[src/rtl/pcie_msg_fetch_if.sv]
// Bus bundle for pcie_msg_fetch: event input, SRAM read port, outbound beat stream and status.
// master = fetch engine side, slave = surrounding logic (receiver, SRAM, consumer).
interface pcie_msg_fetch_if;
  logic         evt_valid;
  logic [3:0]   evt_tag;
  logic [9:0]   evt_addr;
  logic [11:0]  evt_len;
  logic         sram_ren;
  logic [9:0]   sram_raddr;
  logic [255:0] sram_rdata;
  logic         o_valid;
  logic [255:0] o_data;
  logic [3:0]   o_tag;
  logic         o_first;
  logic         o_last;
  logic         i_ready;
  logic [7:0]   o_err_cnt;
  logic         o_busy;

  modport master (
    input  evt_valid, evt_tag, evt_addr, evt_len, sram_rdata, i_ready,
    output sram_ren, sram_raddr, o_valid, o_data, o_tag, o_first, o_last, o_err_cnt, o_busy
  );

  modport slave (
    output evt_valid, evt_tag, evt_addr, evt_len, sram_rdata, i_ready,
    input  sram_ren, sram_raddr, o_valid, o_data, o_tag, o_first, o_last, o_err_cnt, o_busy
  );
endinterface

[src/rtl/pcie_msg_fetch.sv]
// Queues assembled-message descriptors and streams each message's beats out of SRAM in order.
// Optional macro PCIE_MSG_FETCH_TAG_CHECK_EN rejects events whose tag is already queued or in progress.
module pcie_msg_fetch #(
  parameter int          DESC_DEPTH = 4,
  parameter logic [11:0] MAX_LEN    = 12'd1024
) (
  input logic              clk,
  input logic              rst,
  pcie_msg_fetch_if.master bus
);

  localparam int DATA_W = 256;
  localparam int AW     = $clog2(DESC_DEPTH);

  localparam logic [1:0] S_IDLE  = 2'd0;
  localparam logic [1:0] S_FETCH = 2'd1;
  localparam logic [1:0] S_DRAIN = 2'd2;

  logic [3:0]        fifo_tag  [DESC_DEPTH];
  logic [9:0]        fifo_addr [DESC_DEPTH];
  logic [11:0]       fifo_len  [DESC_DEPTH];
  logic [AW:0]       wptr, rptr;
  logic              fifo_empty, fifo_full, fifo_pop;
  logic              len_bad, tag_dup, evt_accept, evt_reject;

  logic [1:0]        state;
  logic [9:0]        rd_addr;
  logic [11:0]       remaining;
  logic [3:0]        cur_tag;
  logic              first_pend;
  logic              issue;

  logic              vld_p1;
  logic [3:0]        tag_p1;
  logic              first_p1, last_p1;

  logic [DATA_W-1:0] buf_data  [2];
  logic [3:0]        buf_tag   [2];
  logic              buf_first [2];
  logic              buf_last  [2];
  logic              wsel, rsel;
  logic [1:0]        buf_cnt, buf_cnt_next;
  logic              bypass, buf_wr, buf_rd, out_vld, out_pop;
  logic [7:0]        err_cnt;

  assign fifo_empty = (wptr == rptr);
  assign fifo_full  = (wptr[AW] != rptr[AW]) && (wptr[AW-1:0] == rptr[AW-1:0]);
  assign fifo_pop   = (state == S_IDLE) && !fifo_empty;
  assign len_bad    = (bus.evt_len == 12'd0) || (bus.evt_len > MAX_LEN);

`ifdef PCIE_MSG_FETCH_TAG_CHECK_EN
  logic [AW:0] fifo_occ;
  assign fifo_occ = wptr - rptr;

  // Slot j is live when its distance from the read pointer is below the occupancy.
  always_comb begin
    tag_dup = 1'b0;
    for (int j = 0; j < DESC_DEPTH; j++) begin
      if (({1'b0, AW'(AW'(j) - rptr[AW-1:0])} < fifo_occ) && (fifo_tag[j] == bus.evt_tag))
        tag_dup = 1'b1;
    end
    if ((state != S_IDLE) && (cur_tag == bus.evt_tag))
      tag_dup = 1'b1;
  end
`else
  assign tag_dup = 1'b0;
`endif

  // A full FIFO still accepts when the head leaves in the same cycle.
  assign evt_accept = bus.evt_valid && !len_bad && !tag_dup && (!fifo_full || fifo_pop);
  assign evt_reject = bus.evt_valid && !evt_accept;

  // The returning beat falls straight through to the output when the buffer is empty.
  assign out_vld      = (buf_cnt != 2'd0) || vld_p1;
  assign out_pop      = out_vld && bus.i_ready;
  assign bypass       = vld_p1 && (buf_cnt == 2'd0);
  assign buf_wr       = vld_p1 && !(bypass && bus.i_ready);
  assign buf_rd       = out_pop && (buf_cnt != 2'd0);
  assign buf_cnt_next = buf_cnt + {1'b0, buf_wr} - {1'b0, buf_rd};
  assign issue        = (state == S_FETCH) && !rst && (buf_cnt_next < 2'd2);

  assign bus.sram_ren   = issue;
  assign bus.sram_raddr = issue ? rd_addr : 10'd0;
  assign bus.o_valid    = out_vld;
  assign bus.o_data     = (buf_cnt != 2'd0) ? buf_data[rsel]  : (vld_p1 ? bus.sram_rdata : '0);
  assign bus.o_tag      = (buf_cnt != 2'd0) ? buf_tag[rsel]   : (vld_p1 ? tag_p1 : 4'd0);
  assign bus.o_first    = (buf_cnt != 2'd0) ? buf_first[rsel] : (vld_p1 && first_p1);
  assign bus.o_last     = (buf_cnt != 2'd0) ? buf_last[rsel]  : (vld_p1 && last_p1);
  assign bus.o_err_cnt  = err_cnt;
  assign bus.o_busy     = !fifo_empty || (state != S_IDLE);

  always_ff @(posedge clk) begin
    if (rst) begin
      state   <= S_IDLE;
      wptr    <= '0;
      rptr    <= '0;
      vld_p1  <= 1'b0;
      buf_cnt <= 2'd0;
      wsel    <= 1'b0;
      rsel    <= 1'b0;
      err_cnt <= 8'd0;
    end else begin
      if (evt_accept) wptr <= wptr + 1'b1;
      if (fifo_pop)   rptr <= rptr + 1'b1;
      vld_p1  <= issue;
      buf_cnt <= buf_cnt_next;
      if (buf_wr) wsel <= ~wsel;
      if (buf_rd) rsel <= ~rsel;
      if (evt_reject && (err_cnt != 8'hFF)) err_cnt <= err_cnt + 8'd1;
      case (state)
        S_IDLE:  if (fifo_pop) state <= S_FETCH;
        S_FETCH: if (issue && (remaining == 12'd1)) state <= S_DRAIN;
        S_DRAIN: if (buf_cnt_next == 2'd0) state <= S_IDLE;
        default: state <= S_IDLE;
      endcase
    end
  end

  // p0: descriptor storage and read-address generation
  always_ff @(posedge clk) begin
    if (evt_accept) begin
      fifo_tag[wptr[AW-1:0]]  <= bus.evt_tag;
      fifo_addr[wptr[AW-1:0]] <= bus.evt_addr;
      fifo_len[wptr[AW-1:0]]  <= bus.evt_len;
    end
    if (fifo_pop) begin
      rd_addr    <= fifo_addr[rptr[AW-1:0]];
      remaining  <= fifo_len[rptr[AW-1:0]];
      cur_tag    <= fifo_tag[rptr[AW-1:0]];
      first_pend <= 1'b1;
    end else if (issue) begin
      rd_addr    <= rd_addr + 10'd1;
      remaining  <= remaining - 12'd1;
      first_pend <= 1'b0;
    end
  end

  // p1: beat attributes travel with the outstanding SRAM read
  always_ff @(posedge clk) begin
    if (issue) begin
      tag_p1   <= cur_tag;
      first_p1 <= first_pend;
      last_p1  <= (remaining == 12'd1);
    end
  end

  // p2: two-entry output buffer fed by the returning read
  always_ff @(posedge clk) begin
    if (buf_wr) begin
      buf_data[wsel]  <= bus.sram_rdata;
      buf_tag[wsel]   <= tag_p1;
      buf_first[wsel] <= first_p1;
      buf_last[wsel]  <= last_p1;
    end
  end

endmodule

[src/flat_wrapper.sv]
// flat-port wrapper written by rule: the top's interface ports become plain ports
module pcie_msg_fetch_flat 
#(
  parameter int          DESC_DEPTH = 4,
  parameter logic [11:0] MAX_LEN    = 12'd1024
)
  (clk, rst, bus_evt_valid, bus_evt_tag, bus_evt_addr, bus_evt_len, bus_sram_rdata, bus_i_ready, bus_sram_ren, bus_sram_raddr, bus_o_valid, bus_o_data, bus_o_tag, bus_o_first, bus_o_last, bus_o_err_cnt, bus_o_busy);
  pcie_msg_fetch_if bus_i ();
  input logic clk;
  input logic rst;
  input wire logic [$bits(bus_i.evt_valid)-1:0] bus_evt_valid;
  input wire logic [$bits(bus_i.evt_tag)-1:0] bus_evt_tag;
  input wire logic [$bits(bus_i.evt_addr)-1:0] bus_evt_addr;
  input wire logic [$bits(bus_i.evt_len)-1:0] bus_evt_len;
  input wire logic [$bits(bus_i.sram_rdata)-1:0] bus_sram_rdata;
  input wire logic [$bits(bus_i.i_ready)-1:0] bus_i_ready;
  output wire logic [$bits(bus_i.sram_ren)-1:0] bus_sram_ren;
  output wire logic [$bits(bus_i.sram_raddr)-1:0] bus_sram_raddr;
  output wire logic [$bits(bus_i.o_valid)-1:0] bus_o_valid;
  output wire logic [$bits(bus_i.o_data)-1:0] bus_o_data;
  output wire logic [$bits(bus_i.o_tag)-1:0] bus_o_tag;
  output wire logic [$bits(bus_i.o_first)-1:0] bus_o_first;
  output wire logic [$bits(bus_i.o_last)-1:0] bus_o_last;
  output wire logic [$bits(bus_i.o_err_cnt)-1:0] bus_o_err_cnt;
  output wire logic [$bits(bus_i.o_busy)-1:0] bus_o_busy;
  assign bus_i.evt_valid = bus_evt_valid;
  assign bus_i.evt_tag = bus_evt_tag;
  assign bus_i.evt_addr = bus_evt_addr;
  assign bus_i.evt_len = bus_evt_len;
  assign bus_i.sram_rdata = bus_sram_rdata;
  assign bus_i.i_ready = bus_i_ready;
  assign bus_sram_ren = bus_i.sram_ren;
  assign bus_sram_raddr = bus_i.sram_raddr;
  assign bus_o_valid = bus_i.o_valid;
  assign bus_o_data = bus_i.o_data;
  assign bus_o_tag = bus_i.o_tag;
  assign bus_o_first = bus_i.o_first;
  assign bus_o_last = bus_i.o_last;
  assign bus_o_err_cnt = bus_i.o_err_cnt;
  assign bus_o_busy = bus_i.o_busy;
  pcie_msg_fetch #(.DESC_DEPTH(DESC_DEPTH), .MAX_LEN(MAX_LEN)) u_core (.clk(clk), .rst(rst), .bus(bus_i));
endmodule
[config.mk]
export PLATFORM = sky130hd
export DESIGN_NAME = pcie_msg_fetch_flat
export DESIGN_NICKNAME = d
export VERILOG_FILES = /design/src/rtl/pcie_msg_fetch_if.sv /design/src/rtl/pcie_msg_fetch.sv /design/src/flat_wrapper.sv
export SDC_FILE = /design/constraint.sdc
export NUM_CORES = 1
export LEC_CHECK = 0
export ABC_AREA = 1
export BUFFER_PORTS_ARGS = -buffer_cell sky130_fd_sc_hd__buf_2
export CAP_MARGIN = 5
export CORE_MARGIN = 5
export CORE_UTILIZATION = 59
export CTS_CLUSTER_DIAMETER = 80
export DETAILED_ROUTE_END_ITERATION = 10
export PLACE_DENSITY = 0.84
export SYNTH_ARGS = -nofsm -noshare
export SYNTH_HDL_FRONTEND = slang
export SYNTH_SLANG_ARGS = --single-unit
[constraint.sdc]
create_clock -name clk -period 33.9 [get_ports clk]
set_input_delay 1.695 -clock clk [delete_from_list [all_inputs] [get_ports clk]]
set_output_delay 1.695 -clock clk [all_outputs]
set_load 0.02 [all_outputs]
==> reports/qor.yml <==
status: "finished, final reports clean"
drt_wl_total_mm: 79.5
first_iter_violations: 3201
end_kind: "primary output"
synthToLayoutAreaGrowth_pct: 19.4
powerDensity_nw_per_um2: 90.9
path_class: "reg -> out"
clk_path_buf_depth: 3
period_needed_ps: 5860
multi_input_area_um2: 6850
clkTransAtPathRegs_ps: 60
cts_tree: "done"
relSlewSlack: 0.0212
path_delay_family: "buffers and inverters"
die_y_um: 228
drive_gt1_frac: 0.243
core_um2: 46800
cts_setup_buffers: 0
final_util: 0.716
synth_cells: 2329
ys_warn_count: 0
vias_per_cell: 6.18
grt-ovfl-total: 0
ys_types: 33
drv_cap: 0
post_cts_resize_count: 0
dieArea_um2: 52000
numPortBuffers: 568
mostFrequentLayoutCell: "edfxtp_1"
hold_buffers: 0
crit_path_max_fanout: 118
max_freq_ghz: 0.171
rsz0062_at_grt: "false"
slew_viol_final: 0
start_util: 0.600
clock_skew_ps: 20.2
slowest_stage: "buf_4"
root_buffer: "clkbuf_16"
rows: 79
finalHoldViolations: 0
first_global_vias: 20800
cts_max_level: 3
required_ps: 32200
place_hpwl_mm: 48.7
crit_buf_inv: 3
grt_max_degree: 215
hold_class: "reg -> reg"
mostFrequentLayoutCells: "660 x edfxtp_1, 568 x buf_2, 495 x o21ai_0, 362 x nor2_1, 281 x nand3_1"
syn_nets: 2626
pin_count: 569
wl_per_cell_um: 22.7
synth_area_um2: 28000
crit_arrival_ps: 4160
place_congestion: 0.862
drc: 0
hold_ws_ps: 433
setup_viol: 0
first_pass_iters: 8
worstMarginPinSlew_ps: 1470
syn_avg_cell_area_um2: 12.0
grt_use_total: 0.289
final-seq-area_um2: 20300
final_nets: 3114
fin_crit_sh: 0.173
fillers: 2979
die_w_um: 228
clock_latency_ps: 580
ys_ff_latch: 685
ir_worst_vdd_v: 0.000144
p_leak_uw: 0.0124
ant_nets: 0
seq_area_frac_synth: 0.725
max_stage_delay_ps: 980
numCtsBuffers: 68
fin_setup_tns_ps: 0
setup.worst_path.start_class: "flop"
vias: 21600
cts_sinks: 685
cp_cell_sequence: "buf_4 > buf_4 > o21ai_0 > o21ai_0 > buf_2"
antenna_found_initial: 31
grt_pass1_wl_mm: 119
-- metrics by stage --
| stage | cell area [µm²] | cells | total power (µW) | worst slack (ps) |
|---|---|---|---|---|
| floorplan | 28000 | 2329 | 1870 | 20160 |
| global placement | 31200 | 3354 | 2250 | 28310 |
| detailed placement | 31200 | 3354 | 2280 | 28220 |
| CTS | 33400 | 3476 | 3040 | 28140 |
| global route | 33500 | 3498 | 3170 | 27850 |
| finish | 33500 | 3502 | 3040 | 28040 |
-- final timing paths --
check | slack (ps) | to | from | cells past startpoint
worst max-delay path | 28040 | bus_o_data[177] | flop | 5
worst min-delay path | 430 | u_core.tag_p1[3] | u_core.cur_tag[3] | 0
worst max register to register | 29620 | u_core.buf_data[0][149] | u_core.vld_p1 | 7
worst min register to register | 430 | u_core.tag_p1[3] | u_core.cur_tag[3] | 0
-- metal layers --
metal  part of all wire  up-vias  GRT usage
met1               0.35    10400      0.359
li1                   -     9506          -
met3               0.10      238     0.0701
met2               0.50     1484      0.483
met4              0.046       16      0.136
met5             0.0013        -          0
-- cell families (layout without fill, tap and decap cells) --
kind of cell               Yosys count  in the layout  share of synthesized area
AOI/OAI and AO/OA                  643            643                      0.116
xor gates and xnor gates            23             23                    0.00719
adders and majority gates           11             11                    0.00491
buffers and inverters              225            765                     0.0324
DFF                                685            685                      0.725
other                                0             26                          0
and+or+nand+nor                    742            742                      0.114
-- power breakdown --
part	switching, µW	total (µW)	internal, µW
registers	44.4	1080	1040
logic	903	1200	301
clock network	305	754	450
-- area by class of cell --
class / count / share of cell area
inverter: 57 / 0.00677
multi-input combinational: 1419 / 0.205
clock buffer: 92 / 0.0573
timing repair buffer: 586 / 0.0897
antenna: 26 / 0.00194
sequential: 685 / 0.607
clock inverter: 30 / 0.00927
tap: 607 / 0.0227
-- synthesized netlist by cell type --
cell / count / share of area
nand3_2: 2 / 0.00071
nor4_1: 2 / 0.00045
nor3_1: 6 / 0.0011
ha_1: 11 / 0.0049
xor2_1: 20 / 0.0062
or2_2: 1 / 0.00022
inv_2: 2 / 0.00027
o31ai_1: 1 / 0.00027
buf_1: 9 / 0.0012
nor2_2: 2 / 0.00045
o21ai_0: 495 / 0.088
clkinv_1: 1 / 0.00013
buf_2: 20 / 0.0036
clkbuf_1: 132 / 0.018
a21oi_1: 22 / 0.0039
buf_6: 5 / 0.0020
inv_1: 54 / 0.0072
nor3b_1: 1 / 0.00027
nand3_1: 281 / 0.050
clkbuf_2: 2 / 0.00036
nand2_4: 1 / 0.00040
xnor2_1: 3 / 0.00094
o22ai_1: 20 / 0.0045
nand4_1: 7 / 0.0016
o21ai_2: 2 / 0.00062
nor2_1: 368 / 0.049
a32o_1: 1 / 0.00036
o21ai_1: 97 / 0.017
edfxtp_1: 660 / 0.71
dfxtp_1: 25 / 0.018
a31oi_1: 5 / 0.0011
nand2_2: 1 / 0.00022
nand2_1: 70 / 0.0094
-- sequential cells by signal, summed over array words and instances (netlist names), 2 cells and up, named ones only --
signal                count
u_core.buf_first          2
u_core.buf_last           2
u_core.remaining         12
u_core.fifo_len          48
u_core.buf_cnt            2
u_core.rd_addr           10
u_core.buf_data         512
u_core.buf_tag            8
u_core.rptr               3
u_core.state              2
u_core.tag_p1             4
u_core.wptr               3
u_core.bus.o_err_cnt      8
u_core.fifo_tag          16
u_core.cur_tag            4
u_core.fifo_addr         40
-- worst reg2reg max path, cell delays in order, from the launching register on --
cell and delay [ps]:
dfxtp_4 760, inv_1 150, a21oi_1 270, inv_1 170, nor2_4 100, buf_4 480
buf_4 840, buf_4 1040
Power figures use the tool's default switching activity.
